$ cat config.mk
export PLATFORM = sky130hd
export DESIGN_NAME = alu_z_stage
export DESIGN_NICKNAME = d
export VERILOG_FILES = /design/src/rtl/alu_z_stage.sv
export SDC_FILE = /design/constraint.sdc
export NUM_CORES = 1
export LEC_CHECK = 0
export BUFFER_PORTS_ARGS = -buffer_cell sky130_fd_sc_hd__buf_2
export CORE_UTILIZATION = 50
export CTS_CLUSTER_DIAMETER = 150
export DETAILED_ROUTE_END_ITERATION = 8
export PLACE_DENSITY = 0.81
export SYNTH_ARGS = -nofsm -noshare
export SYNTH_HDL_FRONTEND = slang
export SYNTH_SLANG_ARGS = --single-unit
export TNS_END_PERCENT = 1
$ cat constraint.sdc
create_clock -name clk -period 7.5 [get_ports clk]
set_input_delay 1.125 -clock clk [delete_from_list [all_inputs] [get_ports clk]]
set_output_delay 1.125 -clock clk [all_outputs]
set_load 0.02 [all_outputs]
$ cat src/rtl/alu_z_stage.sv
// alu_z_stage: sequences one ALU op per start, waits its latency, captures the result into ZHI/ZLO and holds it until acknowledged
// Ports: clk, reset (sync, active-high); start, ctrl_signal (one-hot op select), alu_result (2*BITS) in;
//        busy, z_valid, zhi_out, zlo_out, zero_flag, neg_flag, op_error out; z_ack in (consumer took Z)
module alu_z_stage #(
    parameter int BITS      = 32,
    parameter int SIG_COUNT = 12,
    parameter int MUL_LAT   = 4,
    parameter int DIV_LAT   = 32
) (
    input  logic                 clk,
    input  logic                 reset,
    input  logic                 start,
    input  logic [SIG_COUNT-1:0] ctrl_signal,
    input  logic [2*BITS-1:0]    alu_result,
    output logic                 busy,
    output logic                 z_valid,
    input  logic                 z_ack,
    output logic [BITS-1:0]      zhi_out,
    output logic [BITS-1:0]      zlo_out,
    output logic                 zero_flag,
    output logic                 neg_flag,
    output logic                 op_error
);
    typedef enum logic [1:0] {IDLE, WAIT, HOLD} state_t;
    localparam logic [5:0] MUL_M1 = 6'(MUL_LAT - 1);
    localparam logic [5:0] DIV_M1 = 6'(DIV_LAT - 1);
    state_t          r_state, w_next;
    logic [5:0]      r_cnt;
    logic            r_mul, r_div;
    logic [BITS-1:0] r_zhi, r_zlo;
    logic            r_zero, r_neg, r_err;
    logic            w_open, w_acc, w_rej, w_cap;
    logic [5:0]      w_load;
    logic [BITS-1:0] w_zhi, w_zlo;
    assign w_open  = (r_state == IDLE) || (r_state == HOLD && z_ack);
    assign w_acc   = start && w_open && $onehot(ctrl_signal);
    assign w_rej   = start && w_open && !$onehot(ctrl_signal);
    assign w_cap   = (r_state == WAIT) && (r_cnt == 6'd0);
    // counter holds L-1 so that capture lands on the L-th edge after acceptance
    assign w_load  = ctrl_signal[2] ? MUL_M1 : ctrl_signal[3] ? DIV_M1 : 6'd0;
    assign w_zhi   = (r_mul || r_div) ? alu_result[2*BITS-1:BITS] : '0;
    assign w_zlo   = alu_result[BITS-1:0];
    assign zhi_out   = r_zhi;
    assign zlo_out   = r_zlo;
    assign zero_flag = r_zero;
    assign neg_flag  = r_neg;
    assign op_error  = r_err;
    always_comb begin
        w_next  = r_state;
        busy    = (r_state == WAIT);
        z_valid = (r_state == HOLD);
        case (r_state)
            IDLE:    w_next = w_acc ? WAIT : IDLE;
            WAIT:    w_next = w_cap ? HOLD : WAIT;
            HOLD:    w_next = z_ack ? (w_acc ? WAIT : IDLE) : HOLD;
            default: w_next = IDLE;
        endcase
    end
    always_ff @(posedge clk) begin
        if (reset) begin
            r_state <= IDLE;
            r_cnt   <= '0;
            r_mul   <= 1'b0;
            r_div   <= 1'b0;
            r_zhi   <= '0;
            r_zlo   <= '0;
            r_zero  <= 1'b0;
            r_neg   <= 1'b0;
            r_err   <= 1'b0;
        end else begin
            r_state <= w_next;
            r_err   <= w_rej;
            if (w_acc) begin
                r_cnt <= w_load;
                r_mul <= ctrl_signal[2];
                r_div <= ctrl_signal[3];
            end else if (r_state == WAIT && r_cnt != 6'd0) begin
                r_cnt <= r_cnt - 6'd1;
            end
            if (w_cap) begin
                r_zhi  <= w_zhi;
                r_zlo  <= w_zlo;
                r_zero <= (w_zhi == '0) && (w_zlo == '0);
                // divide reports the quotient sign, which lives in the low word
                r_neg  <= r_mul ? w_zhi[BITS-1] : w_zlo[BITS-1];
            end
        end
    end
endmodule

==> results of run 1 <==
## registers in the layout (all words and copies together), names as in the netlist
signal and cells:
r_state 2, r_div 1, r_cnt 6, r_mul 1, op_error 1, zlo_out 32
neg_flag 1, zhi_out 32, zero_flag 1
## cell usage after synthesis, types with 3 or more instances
cell type  number  area share (%)
nand2_1       103              12
dfxtp_1        77              47
a21oi_1        69              10
nand3_1        35             5.3
clkbuf_1       23             2.6
inv_1          19             2.2
nor4_1         14             2.6
fa_1            7             4.2
a211oi_1        5             1.1
ha_1            5             1.9
nand4_1         5            0.95
nor2_1          5            0.57
buf_2           4            0.60
nand2b_1        3            0.57
nor3b_1         3            0.68
o21ai_0         3            0.45
## cell usage in the layout (no fill, tap or decap), drive strengths merged, types with 2 or more instances in the layout
cell,instances
buf,151
nand2,103
dfxtp,77
a21oi,69
nand3,35
inv,19
nor4,14
clkbuf,10
fa,7
a211oi,6
nor2,5
nand4,5
ha,5
nand2b,3
o21ai,3
nor3b,3
clkinv,3
or4b,3
nor2b,2
a31oi,2
or2,2
nor3,2
o31ai,2
bufinv,2
## kinds of logic after synthesis
logic type	after synthesis	synth area share (%)
and+or+nand+nor	183	25.9
AOI/OAI and AO/OA	88	14.9
DFF	77	46.6
buffers and inverters	46	5.37
adders and majority gates	12	6.12
xor gates and xnor gates	2	0.529
muxes	2	0.643
## worst max-delay path: cells and delay by family
| family | cells | cell delay, ns |
|---|---|---|
| AND/OR/NAND/NOR | 2 | 0.48 |
| AO/OA/AOI/OAI | 2 | 0.51 |
| adder cells (fa/ha/maj) | 6 | 2.47 |
| buffers and inverters | 4 | 0.28 |
## metal layers
metal | routed length, um | up-vias | track usage [%]
li1 | - | 1676 | -
met1 | 3680 | 1559 | 30.4
met2 | 4140 | 120 | 42.2
met3 | 564 | 14 | 6.06
met4 | 140 | 0 | 9.09
met5 | 0 | - | 0
## stage by stage
step / setup WS, ns / cell area (sq um)
after CTS: 2.91 / 4290
after global placement: 2.64 / 4070
after detailed placement: 2.56 / 4070
final: 2.89 / 4290
after global routing: 2.69 / 4290
after floorplan: 2.88 / 3310
## final timing paths
path | from | endpoint | slack, ns | cells after the start
max | ctrl_signal[0] | r_cnt[1]$_SDFFE_PP0P_ | 2.89 | 14
min | zhi_out[5]$_SDFFE_PP0P_ | zhi_out[5]$_SDFFE_PP0P_ | 0.45 | 2
max reg2reg | r_cnt[0]$_SDFFE_PP0P_ | zero_flag$_SDFFE_PP0P_ | 4.39 | 7
min reg2reg | zhi_out[5]$_SDFFE_PP0P_ | zhi_out[5]$_SDFFE_PP0P_ | 0.45 | 2
## final cells by class
cell class | instances | area (sq um)
timing repair buffer | 151 | 763
inverter | 19 | 71.3
clock inverter | 6 | 86.3
clock buffer | 10 | 138
multi-input combinational | 287 | 1600
fill | 554 | 2090
sequential | 77 | 1540
tap | 77 | 96.3
## power by group through the flow
stage                     Clock [W]  Combinational (W)  Sequential (W)
after global placement            0           0.000281        0.000463
after CTS                  0.000352           0.000293        0.000455
final                      0.000345           0.000293        0.000455
after floorplan                   0           0.000185        0.000483
after global routing       0.000372           0.000326        0.000459
after detailed placement          0           0.000290        0.000464
==> impl_metrics.csv, run 1 <==
group,metric,value,unit
pwr,power,0.00109,W
worst_setup_path,crit_required,7.75,ns
drt,vias,3369,
worst_setup_path,worst_path_max_delay_cell,"fa_1",
worst_setup_path,path_cells,"buf_2 -> fa_1 -> fa_1 -> inv_1 -> fa_1 -> fa_1 -> inv_1 -> ha_1 -> inv_1 -> fa_1 -> nor3b_1 -> a22o_1 -> nand3_1 -> a211oi_1",
global_route,grt_pass1_wl,14000,um
worst_setup_path,max_stage_delay,0.51,ns
timing,tightestPinTransition,1.12,ns
timing,fmax,217,MHz
worst_setup_path,start_kind,"primary input",
pwr,power.density,255,nW/um^2
worst_setup_path,worstSetupEndpointType,"flop",
timing,setup_viol,0,
final_layout,area_growth,29.7,%
synth,yosysWarnings,0,
die,die_w,83.4,um
synth,synth_edf_count,0,
pwr,p_clk_share,31.6,%
clocking,cts_sinks,77,
clocking,cts_resized,0,
pwr,swShare,32.5,%
final_layout,fin_cells,627,
pwr,intPower,0.000738,W
final_layout,nets,637,
synth,synth_cells,410,
timing,fin_skew,0.00818,ns
timing,rsz0062_at_grt,"no",
status,status,"finished, final reports clean",
synth,syn_nets,502,
drt,drcViolationCount,0,
global_route,grt_start_max_net_pins,76,
pwr,power.switching,0.000355,W
clocking,h-tree-depth,3,
die,start_util,51.8,%
clocking,postCtsSetupRepairBufs,0,
final_layout,fin_util,67.2,%
pwr,ir_drop,0.152,mV
synth,async_flop_share,0,%
placed_design,dpl.cell_count,611,
placed_design,globalplace.congestion,0.827,
worst_setup_path,crit_path_frequent_cell,"fa_1",
timing,timing.final.crit_share,61.5,%
placed_design,hpwl,6070,um
synth,synth_ff_type,"dfxtp_1",
clocking,cts_buffers,9,
synth,yosys_register_bits,77,
global_route,first_global_vias,3119,
timing,fin_tns_setup,0,ns
synth,postSynthAreaPerCell,8.07,sq um
global_route,grt_usage,24.8,%
job,cap_violations,0,
worst_setup_path,arrival,4.87,ns
global_route,antenna_found_initial,0,
drt,drt-pass1-iter-count,4,
die,rows,29,
die,core_area,6390,sq um
die,design.die.area,6950,sq um
worst_setup_path,crit_fanout,6,
clocking,cts_tree,"built",
pwr,power_frac_seq,41.6,%
drt,drt_iter0_markers,102,
worst_hold_path,worstHoldPathType,"reg2reg",
synth,seq_area_frac_synth,46.6,%
timing,final_hold_viol_count,0,
synth,ys_types,41,
clocking,cts_max_path_buffers,2,
global_route,gr-total-overflow,0,
die,die_h,83.4,um
clocking,clk_pin_slew,0.08,ns
timing,worst_hold_slack,0.450,ns
drt,drtAntennaViolNets,0,
synth,netlist_area,3310,sq um
die,num_io_pins,149,
pwr,power.leakage,1.87,nW
timing,fin_crit,4.61,ns
clocking,clock_latency,0.34,ns
clocking,clockRootBuffer,"clkbuf_8",
drt,finalWirelength,8520,um
timing,slew_viol_final,0,
final_layout,n_antenna_cell,0,
worst_setup_path,critPathKind,"in2reg",
pwr,comb_power_share,26.8,%
clocking,hold_buffers,0,
timing,max_slew_margin,25.2,%
placed_design,numPortBuffers,148,
drt,avgRoutedWirePerCell,13.6,um
final_layout,drive_gt1_share,32.0,%
drt,via_per_inst,5.37,
(Power assumes the default switching activity.)
==> inputs of run 2 (changes only) <==
--- a/config.mk
+++ b/config.mk
@@ -6,10 +6,10 @@
 export NUM_CORES = 1
 export LEC_CHECK = 0
 export BUFFER_PORTS_ARGS = -buffer_cell sky130_fd_sc_hd__buf_2
-export CORE_UTILIZATION = 50
+export CORE_UTILIZATION = 47
 export CTS_CLUSTER_DIAMETER = 150
 export DETAILED_ROUTE_END_ITERATION = 8
-export PLACE_DENSITY = 0.81
+export PLACE_DENSITY = 0.77
 export SYNTH_ARGS = -nofsm -noshare
 export SYNTH_HDL_FRONTEND = slang
 export SYNTH_SLANG_ARGS = --single-unit
==> constraint.sdc (replaced) <==
create_clock -name clk -period 4.8 [get_ports clk]
set_input_delay 0.72 -clock clk [delete_from_list [all_inputs] [get_ports clk]]
set_output_delay 0.72 -clock clk [all_outputs]
set_load 0.02 [all_outputs]
==> run 2 against run 1 <==
Effect of this change: global-route usage decreased by 1.2 points; worst hold slack lost 0.0011 ns; register-to-register slack got worse by 2.1 ns; largest cell class unchanged; highest routed layer unchanged.
==> impl_metrics.csv, run 2 (same netlist as run 1, synthesis figures left out) <==
group,metric,value,unit
status,status,"finished, final reports clean",
clocking,clk_pin_slew,0.08,ns
drt,finalWirelength,8590,um
clocking,cts_tree,"built",
timing,tightestPinTransition,0.744,ns
placed_design,hpwl,6230,um
worst_setup_path,start_kind,"primary input",
timing,slew_viol_final,0,
die,core_area,6790,sq um
timing,final_hold_viol_count,0,
drt,drt_iter0_markers,136,
timing,fin_tns_setup,0,ns
clocking,cts_buffers,9,
worst_setup_path,crit_required,5.04,ns
clocking,clockRootBuffer,"clkbuf_8",
timing,fin_skew,0.0132,ns
drt,drt-pass1-iter-count,4,
global_route,grt_start_max_net_pins,67,
global_route,grt_usage,23.6,%
timing,timing.final.crit_share,89.7,%
die,die_h,85.9,um
clocking,hold_buffers,0,
final_layout,drive_gt1_share,31.9,%
clocking,postCtsSetupRepairBufs,0,
clocking,h-tree-depth,3,
final_layout,layout_commonest_cell,"buf_2",
global_route,first_global_vias,3103,
placed_design,numPortBuffers,148,
global_route,gr-usage-met2,40.5,%
final_layout,area_growth,31.1,%
pwr,ir_drop,0.229,mV
final_layout,n_fill_cell,626,
final_layout,fin_cells,647,
global_route,gr-total-overflow,0,
die,start_util,48.7,%
clocking,cts_sinks,77,
drt,vias,3402,
final_layout,final_cell_mix,"148 x buf_2, 103 x nand2_1, 77 x dfxtp_1",
timing,fmax,232,MHz
final_layout,fin_util,63.8,%
drt,avgRoutedWirePerCell,13.3,um
global_route,grt_use_met1,29.4,%
die,design.die.area,7380,sq um
drt,drcViolationCount,0,
timing,setup_viol,0,
worst_hold_path,worstHoldPathType,"reg2reg",
pwr,power.density,404,nW/um^2
worst_setup_path,arrival,4.55,ns
final_layout,nets,638,
placed_design,globalplace.congestion,0.856,
worst_setup_path,crit_fanout,6,
final_layout,n_antenna_cell,0,
clocking,cts_max_path_buffers,2,
global_route,antenna_found_initial,0,
job,cap_violations,0,
die,die_w,85.9,um
die,num_io_pins,149,
drt,drtAntennaViolNets,0,
global_route,gr-usage-met3,5.49,%
drt,via_per_inst,5.26,
pwr,power.leakage,1.88,nW
timing,rsz0062_at_grt,"no",
clocking,cts_resized,0,
global_route,grt.busiest_layer,"met2",
placed_design,dpl.cell_count,631,
timing,fin_crit,4.31,ns
global_route,grt_pass1_wl,13900,um
worst_setup_path,critPathKind,"in2reg",
clocking,clock_latency,0.35,ns
pwr,power,0.00175,W
die,rows,30,
worst_setup_path,worstSetupEndpointType,"flop",
timing,max_slew_margin,50.4,%
-- run 2: report_power, final --
| part | switching [W] | leakage (nW) | internal [W] | total, W |
|---|---|---|---|---|
| Clock | 0.000239 | 0.116 | 0.000346 | 0.000584 |
| Sequential | 0.0000283 | 0.621 | 0.000683 | 0.000711 |
| Combinational | 0.000293 | 1.14 | 0.000166 | 0.000459 |
-- run 2: final cells by class --
type                            count  area (sq um)  share of cell area, %
Clock buffer                       10           128                   2.94
Inverter                           19          71.3                   1.64
Timing Repair Buffer              152           771                   17.8
Multi-Input combinational cell    287          1600                   36.8
Sequential cell                    77          1540                   35.5
Tap cell                           96           120                   2.77
Clock inverter                      6           111                   2.57
-- run 2: path summary, 6_finish.rpt --
kind | startpoint | end | slack (ns) | cells past startpoint
min reg2reg | zhi_out[10]$_SDFFE_PP0P_ | zhi_out[10]$_SDFFE_PP0P_ | 0.45 | 2
min | zhi_out[10]$_SDFFE_PP0P_ | zhi_out[10]$_SDFFE_PP0P_ | 0.45 | 2
max reg2reg | r_cnt[0]$_SDFFE_PP0P_ | zero_flag$_SDFFE_PP0P_ | 2.25 | 6
max | ctrl_signal[0] | r_cnt[1]$_SDFFE_PP0P_ | 0.49 | 14
-- run 2: metal layers --
layer  routed length (um)  up-vias
met1                 3710     1588
li1                     -     1680
met2                 4220      125
met4                   86        0
met5                    0        -
met3                  568        9
-- run 2: stage by stage --
step	worst slack, ns	hold slack (ns)	area (sq um)
finish	0.494	0.449	4340
global placement	0.348	0.436	4100
CTS	0.504	0.452	4340
floorplan	0.585	0.444	3310
global route	0.340	0.466	4340
detailed placement	0.151	0.441	4100
-- run 2: worst max-delay path, stage by stage --
cell and delay [ns]:
buf_2 0.11, fa_1 0.49, fa_1 0.51, inv_1 0.05, fa_1 0.49, fa_1 0.41, inv_1 0.06, ha_1 0.15
inv_1 0.06, fa_1 0.41, nor3b_1 0.29, a22o_1 0.28, nand3_1 0.23, a211oi_1 0.28
